==> config.mk <==
export PLATFORM = sky130hd
export DESIGN_NAME = spi_byte_shifter
export DESIGN_NICKNAME = d
export VERILOG_FILES = /design/src/rtl/spi_byte_shifter.sv
export SDC_FILE = /design/constraint.sdc
export NUM_CORES = 1
export LEC_CHECK = 0
export CAP_MARGIN = 20
export CORE_ASPECT_RATIO = 1.75
export CORE_MARGIN = 2
export CORE_UTILIZATION = 55
export DETAILED_ROUTE_END_ITERATION = 10
export DONT_BUFFER_PORTS = 1
export PLACE_DENSITY = 0.68
export RECOVER_POWER = 100
export SYNTH_ARGS = -nofsm -noshare
export SYNTH_HDL_FRONTEND = slang
export SYNTH_SLANG_ARGS = --single-unit
==> constraint.sdc <==
create_clock -name p_clk -period 1.9 [get_ports p_clk]
set_input_delay 0.19 -clock p_clk [delete_from_list [all_inputs] [get_ports p_clk]]
set_output_delay 0.19 -clock p_clk [all_outputs]
set_load 0.02 [all_outputs]
==> src/rtl/spi_byte_shifter.sv <==
// SPI mode-0 byte shifter: one byte per handshake, MSB first, with chip-select hold/gap sequencing.
// Optional SPI_BYTE_SHIFTER_LOOPBACK_EN adds input lpbk to sample s_mosi instead of s_miso.
module spi_byte_shifter #(
  parameter int unsigned CLK_DIV = 2
) (
  input  logic       p_clk,
  input  logic       p_reset_n,
  input  logic       tx_valid,
  input  logic [7:0] tx_data,
  input  logic       tx_last,
  output logic       tx_ready,
  output logic       rx_valid,
  output logic [7:0] rx_data,
  output logic       s_clk,
  output logic       s_mosi,
  input  logic       s_miso,
`ifdef SPI_BYTE_SHIFTER_LOOPBACK_EN
  input  logic       lpbk,
`endif
  output logic       s_css,
  output logic       busy
);

  localparam logic [7:0] DivM1 = 8'(CLK_DIV - 1);

  typedef enum logic [2:0] {StDesel, StIdle, StSetup, StShift, StGap, StHold} state_e;

  state_e      state_q, state_d;
  logic [7:0]  cnt_q, cnt_d;
  logic [3:0]  edge_q, edge_d;
  logic        sclk_q, sclk_d;
  logic [7:0]  tx_sh_q, tx_sh_d;
  logic [7:0]  rx_sh_q, rx_sh_d;
  logic [7:0]  rx_data_q, rx_data_d;
  logic        rx_valid_q, rx_valid_d;
  logic        last_q, last_d;
  logic        hs, tick, sample;

  assign tx_ready = (state_q == StIdle) || (state_q == StGap);
  assign busy     = (state_q != StIdle);
  assign s_css    = (state_q == StDesel) || (state_q == StIdle);
  // Bit on the wire is always the top of the shift register; forced low while deselected.
  assign s_mosi   = !s_css && tx_sh_q[7];
  assign s_clk    = sclk_q;
  assign rx_valid = rx_valid_q;
  assign rx_data  = rx_data_q;
  assign hs       = tx_valid && tx_ready;
  assign tick     = (cnt_q == DivM1);

`ifdef SPI_BYTE_SHIFTER_LOOPBACK_EN
  assign sample = lpbk ? s_mosi : s_miso;
`else
  assign sample = s_miso;
`endif

  always_comb begin
    state_d    = state_q;
    cnt_d      = '0;
    edge_d     = edge_q;
    sclk_d     = sclk_q;
    tx_sh_d    = tx_sh_q;
    rx_sh_d    = rx_sh_q;
    rx_data_d  = rx_data_q;
    rx_valid_d = 1'b0;
    last_d     = last_q;
    unique case (state_q)
      StDesel: begin
        if (tick) state_d = StIdle;
        else      cnt_d   = cnt_q + 8'd1;
      end
      StIdle, StGap: begin
        if (hs) begin
          state_d = StSetup;
          tx_sh_d = tx_data;
          last_d  = tx_last;
        end
      end
      StSetup: begin
        if (tick) begin
          state_d = StShift;
          sclk_d  = 1'b1;
          edge_d  = 4'd1;
          rx_sh_d = {rx_sh_q[6:0], sample};
        end else begin
          cnt_d = cnt_q + 8'd1;
        end
      end
      StShift: begin
        if (!tick) begin
          cnt_d = cnt_q + 8'd1;
        end else if (!sclk_q) begin
          sclk_d  = 1'b1;
          edge_d  = edge_q + 4'd1;
          rx_sh_d = {rx_sh_q[6:0], sample};
        end else if (edge_q == 4'd15) begin
          // Fall 8: byte complete, bit0 stays on s_mosi.
          sclk_d     = 1'b0;
          edge_d     = 4'd0;
          rx_data_d  = rx_sh_q;
          rx_valid_d = 1'b1;
          state_d    = last_q ? StHold : StGap;
        end else begin
          sclk_d  = 1'b0;
          edge_d  = edge_q + 4'd1;
          tx_sh_d = {tx_sh_q[6:0], 1'b0};
        end
      end
      StHold: begin
        if (tick) state_d = StDesel;
        else      cnt_d   = cnt_q + 8'd1;
      end
      default: state_d = StDesel;
    endcase
  end

  always_ff @(posedge p_clk or negedge p_reset_n) begin
    if (!p_reset_n) begin
      state_q    <= StDesel;
      cnt_q      <= '0;
      edge_q     <= '0;
      sclk_q     <= 1'b0;
      tx_sh_q    <= '0;
      rx_sh_q    <= '0;
      rx_data_q  <= '0;
      rx_valid_q <= 1'b0;
      last_q     <= 1'b0;
    end else begin
      state_q    <= state_d;
      cnt_q      <= cnt_d;
      edge_q     <= edge_d;
      sclk_q     <= sclk_d;
      tx_sh_q    <= tx_sh_d;
      rx_sh_q    <= rx_sh_d;
      rx_data_q  <= rx_data_d;
      rx_valid_q <= rx_valid_d;
      last_q     <= last_d;
    end
  end

endmodule

After elaboration in Yosys (flattened, before gate mapping)
Index checks and enable logic that the tools add are counted.
Widths: inputs -> output; s select.

storage, ports and cells
  flip-flop bits (word level) = 42
  bits of input ports = 13
  output and inout bits = 14
  logic and storage cells = 77

cells by class
  add/subtract/negate cells = 2
  equal/unequal tests = 17
  muxes and demuxes = 33
  reductions and logical operators = 16

operator list
  kind                 number
  $mux 8               9
  $pmux 8 s2           2
  $mux 3               7
  $ne 2x2->1 const B   9
  $mux 4               4
  $pmux 3 s5           1
  $add 8x1->8 const B  1
  $eq 8x1->1 const B   1
  $mux 1               8
  $pmux 4 s2           1
  $reduce_and 4->1     2
  $reduce_and 7->1     1
  $eq 3x2->1 const B   2
  $eq 3x3->1 const B   2
  $reduce_and 5->1     1
  $add 4x1->4 const B  1
  $eq 4x4->1 const B   1
  $reduce_bool 2->1    2
  $reduce_or 4->1      1
  $eq 3x1->1 const B   1
  $logic_not 3->1      1
  $ne 3x1->1 const B   1
  $reduce_and 3->1     1
  $logic_and 1x1->1    2
  5 further kinds      6

Depth between registers and ports, before layout
  word-level depth = 5
  mapped depth = 6
  mapped depth without buffers = 6

Least setup slack after synthesis
OpenSTA, ideal clock, no wires.

  path type = register -> register
  start point = register cnt_q[1]
  end point = register rx_sh_q[0]
  setup time = 0.125 ns
  data arrival time = 1.528 ns
  data required time = 1.775 ns
  setup slack = 0.247 ns
  cell stages (with the launch flop) = 7
  buffers on the path = 0
  clock period less this slack = 1.653 ns
  cell sequence = dfrtp_1 -> inv_1 -> ha_1 -> nor4b_4 -> and2_2 -> nand3_2 -> mux2_2

between the ends
  word-level cells in the longest chain between the ends = 3
  elaborated cells on any way between the ends = 4
  those cells by class = eq/ne: 3; reduce/logical: 1

RTL lines
  item                                 line  text
  from (decl)                          29    logic [7:0] cnt_q, cnt_d;
  from (signal assigned)               129   cnt_q <= cnt_d;
  $eq 8x1->1 *                         48    assign tick = (cnt_q == DivM1);
  $ne 2x2->1 (no source line)          -
  $reduce_and 4->1 (no source line) *  -
  to (signal assigned)                 133   rx_sh_q <= rx_sh_d;
  to (decl)                            33    logic [7:0] rx_sh_q, rx_sh_d;

Every way passes the cells marked *; elsewhere a longest branch is shown, timed or not.
A chain may end at the register's enable or synchronous reset.

Worst setup path after layout
  start point = register cnt_q[1]
  end point = register tx_sh_q[5]

between the ends
  word-level cells in the longest chain between the ends = 3

RTL lines
  item                               line  text
  $eq 8x1->1                         48
  $ne 2x2->1 (no source line)        -
  $reduce_and 5->1 (no source line)  -
  to (signal assigned)               132   tx_sh_q <= tx_sh_d;
  to (decl)                          32    logic [7:0] tx_sh_q, tx_sh_d;

No other way between the ends.

==> impl_metrics.ini <==
[status]
status = finished, final reports clean

[placement]
io_buffers = 0
dp_hpwl_mm = 2.55
pre_cts_slack_ns = 0.0577
gp_congestion = 0.774
placed_area_mm2 = 0.00200

[cells_and_area]
n_antenna_cell = 0
drive_gt1_frac = 0.254
stdcell_area_mm2 = 0.00212
multi_input_area_um2 = 862
final_nets = 193
seqCellArea_mm2 = 0.00105
fillers = 296
syn2layout_area_growth_pct = 9.85

[floorplanning]
num_rows = 28
die_area_mm2 = 0.00402
start_util = 0.574
die_height_um = 82.4
coreArea_mm2 = 0.00336
die_w_um = 48.8
boundaryPins = 27

[synth]
synth_compound_area_frac = 0.0953
ys_types = 37
yosysTopAreaCell = dfrtp_1
async_flop_share = 1.00
yosys.area_share.simple = 0.182
synth-adder-area-share = 0.0194
synth_commonest_cells = 42 x dfrtp_1, 18 x mux2_2, 15 x nor2_1
syn-num-nets = 182
syn_inst = 166
synth_xor_area_frac = 0.0318
synth_most_common_cell = dfrtp_1
synth_edf_count = 0
synth_top_family_by_area = simple AND/OR/NAND/NOR gates
syn_area_mm2 = 0.00193
yosysWarningCount = 0
synth.area.mux_share = 0.105
synth_ff_type = dfrtp_1
seq_area_frac_synth = 0.544
avgSynthCellArea_um2 = 11.6
synth.top_cell.area_share = 0.544
synth_area_leaders = dfrtp_1 54%, mux2_2 10%, o221a_2 4.1%, nor2_1 2.9%, nand2_1 2.5%
ys_seq_elements = 42

[timing]
fin_tns_setup_ns = 0
skew_ns = 0.00661
relSlewSlack = 0.319
rsz0062_at_grt = no
fmax_mhz = 565
finalSetupViolCount = 0
report.final.slew_viol_count = 0
period_share = 0.932
min_period_ns = 1.77
timing.final.ws_setup_ns = 0.130
final_hold_viol_count = 0
tightest_slew_ns = 1.02

[clocking]
cts_sinks = 42
root_buffer = clkbuf_8
cts_buffers = 5
clkTransAtPathRegs_ns = 0.07
cts_tree = built
cts.htree.levels = 2
cts_buffer_depth = 2
clk_latency_ns = 0.29

[detailed_routing]
vias = 1318
viasPerCell = 5.94
routedWlPerCell_um = 16.4
drcViolationCount = 0
wl_mm = 3.65
drt_pre_antenna_iters = 4
drtAntennaViolNets = 0
first_iter_violations = 44

[grt]
grt_pass1_vias = 1311
grt.total_usage = 0.196
grt_max_degree = 43
gr-total-overflow = 0
grt_pass1_wl_mm = 5.93
antenna_found_initial = 0

[power]
switchingPower_w = 0.00132
internal_power_w = 0.00214
powerDensity_mw_per_mm2 = 1630
pwr-share-clk = 0.153
power_switching_share = 0.382
seq_power_share = 0.455
power_leakage_nw = 0.934
vdd_drop_max_mv = 0.936
pwr-share-comb = 0.392

[setup_path]
crit_path_start = cnt_q[1]$_DFF_PN0_
crit_type = reg -> reg
crit_chain = inv_1 -> ha_1 -> nor4b_4 -> buf_4 -> nand4_1 -> buf_4 -> o21ai_2 -> o221a_2
worstPathRequired_ns = 2.14
critPathMostFrequentCell = buf_4
rrSetupSlack_ns = 0.13
crit_buf_inv = 3
worst-endpoint-arrival_ns = 2.01
r2r_cells = 8
critical_path_depth = 8
worstSetupEndpointType = register
r2r-start = cnt_q[1]$_DFF_PN0_
critPathLaunchType = register
critical_path.top_delay_family = buffers and inverters
cp_slowest_cell = dfrtp_1
crit_path_max_fanout = 8
cpPeakStageDelay_ns = 0.40
reg2reg_to = tx_sh_q[5]$_DFFE_PN0P_

[hold_path]
worstHoldPathCells = 2
min_from = tx_data[0]
hold_path.class = in -> reg
whs_endpoint = tx_sh_q[0]$_DFFE_PN0P_

[job]
max_cap_violations = 0
## layout by cell type (no fill, tap or decap), types with 2 or more instances in the layout
cell type | synthesis | layout
o221a_2 | 7 | 7
nor3b_1 | 2 | 2
clkbuf_1 | 5 | 5
ha_1 | 3 | 3
xnor2_1 | 4 | 3
nor3_1 | 3 | 3
clkbuf_8 | 0 | 5
nand3_1 | 8 | 7
nand4_2 | 0 | 2
nor2_1 | 15 | 15
mux2_2 | 18 | 18
inv_1 | 5 | 5
xor2_1 | 3 | 3
dfrtp_1 | 42 | 42
nand2_1 | 13 | 13
buf_4 | 0 | 4
o21ai_0 | 8 | 8
a21oi_1 | 2 | 2
or3_1 | 7 | 7
## power by group through the flow
stage / clock (W) / sequential, W / combinational [W]
final: 0.000530 / 0.00157 / 0.00136
after global routing: 0.000583 / 0.00161 / 0.00150
after CTS: 0.000545 / 0.00157 / 0.00131
after detailed placement: 0 / 0.00159 / 0.00128
after global placement: 0 / 0.00157 / 0.00123
after floorplan: 0 / 0.00151 / 0.00103
## routing by layer
metal / part of all wire / GRT usage / vias to the layer above
met5: 0 / 0 / -
met4: 0.017 / 0.0857 / 0
met3: 0.047 / 0.0468 / 6
met2: 0.54 / 0.360 / 31
met1: 0.39 / 0.215 / 663
li1: - / - / 618
## cell families (layout without fill, tap and decap cells)
kind of cell | count (synthesis) | after routing
adders and majority gates | 3 | 3
AOI/OAI and AO/OA | 24 | 24
buffers and inverters | 11 | 21
xor gates and xnor gates | 7 | 7
muxes | 18 | 18
and+or+nand+nor | 61 | 62
DFF | 42 | 42
## final cells by class
cell class | instances | share of cell area
Sequential cell | 42 | 0.496
Multi-Input combinational cell | 114 | 0.406
Clock buffer | 7 | 0.0360
Timing Repair Buffer | 9 | 0.0265
Tap cell | 45 | 0.0265
Inverter | 5 | 0.00885
## worst reg2reg max path, stage by stage (launching register included)
cell	delay, ns
dfrtp_1	0.40
inv_1	0.06
ha_1	0.13
nor4b_4	0.22
buf_4	0.19
nand4_1	0.09
buf_4	0.20
o21ai_2	0.15
o221a_2	0.26
## registers in the layout, summed over array words and instances (netlist names)
signal and flops:
rx_data 8, rx_valid 1, last_q 1, edge_q 4, cnt_q 8, rx_sh_q 8
s_clk 1, state_q 3, tx_sh_q 8
## through the flow
stage | util | power, W | std cells | hold slack (ns)
6_report | 0.631 | 0.00346 | 222 | 0.0147
5_1_grt | 0.631 | 0.00369 | 222 | 0.0218
4_1_cts | 0.626 | 0.00343 | 219 | 0.0181
3_5_place_dp | 0.595 | 0.00287 | 210 | -0.105
3_3_place_gp | 0.595 | 0.00280 | 210 | -0.105
2_1_floorplan | - | 0.00254 | 166 | -0.106
## how the worst max path moves through the flow
| stage | endpoint | slack (ns) |
|---|---|---|
| 3_5_place_dp | rx_sh_q[1]$_DFFE_PN0P_ | 0.06 |
| 2_1_floorplan | rx_sh_q[0]$_DFFE_PN0P_ | 0.25 |
| 4_1_cts | rx_sh_q[1]$_DFFE_PN0P_ | 0.03 |
| 5_1_grt | rx_data[0]$_DFFE_PN0P_ | 0.05 |
| 3_3_place_gp | rx_sh_q[6]$_DFFE_PN0P_ | 0.10 |
| 6_report | tx_sh_q[5]$_DFFE_PN0P_ | 0.13 |
## repair_timing
item                                    in CTS  in global routing
setup buffers                                0                  2
endpoints found under the hold margin       42                  0
hold buffers                                 2                  0
endpoints found under the setup margin       0                 18
resized for setup                            0                  4
(Power assumes the default switching activity.)
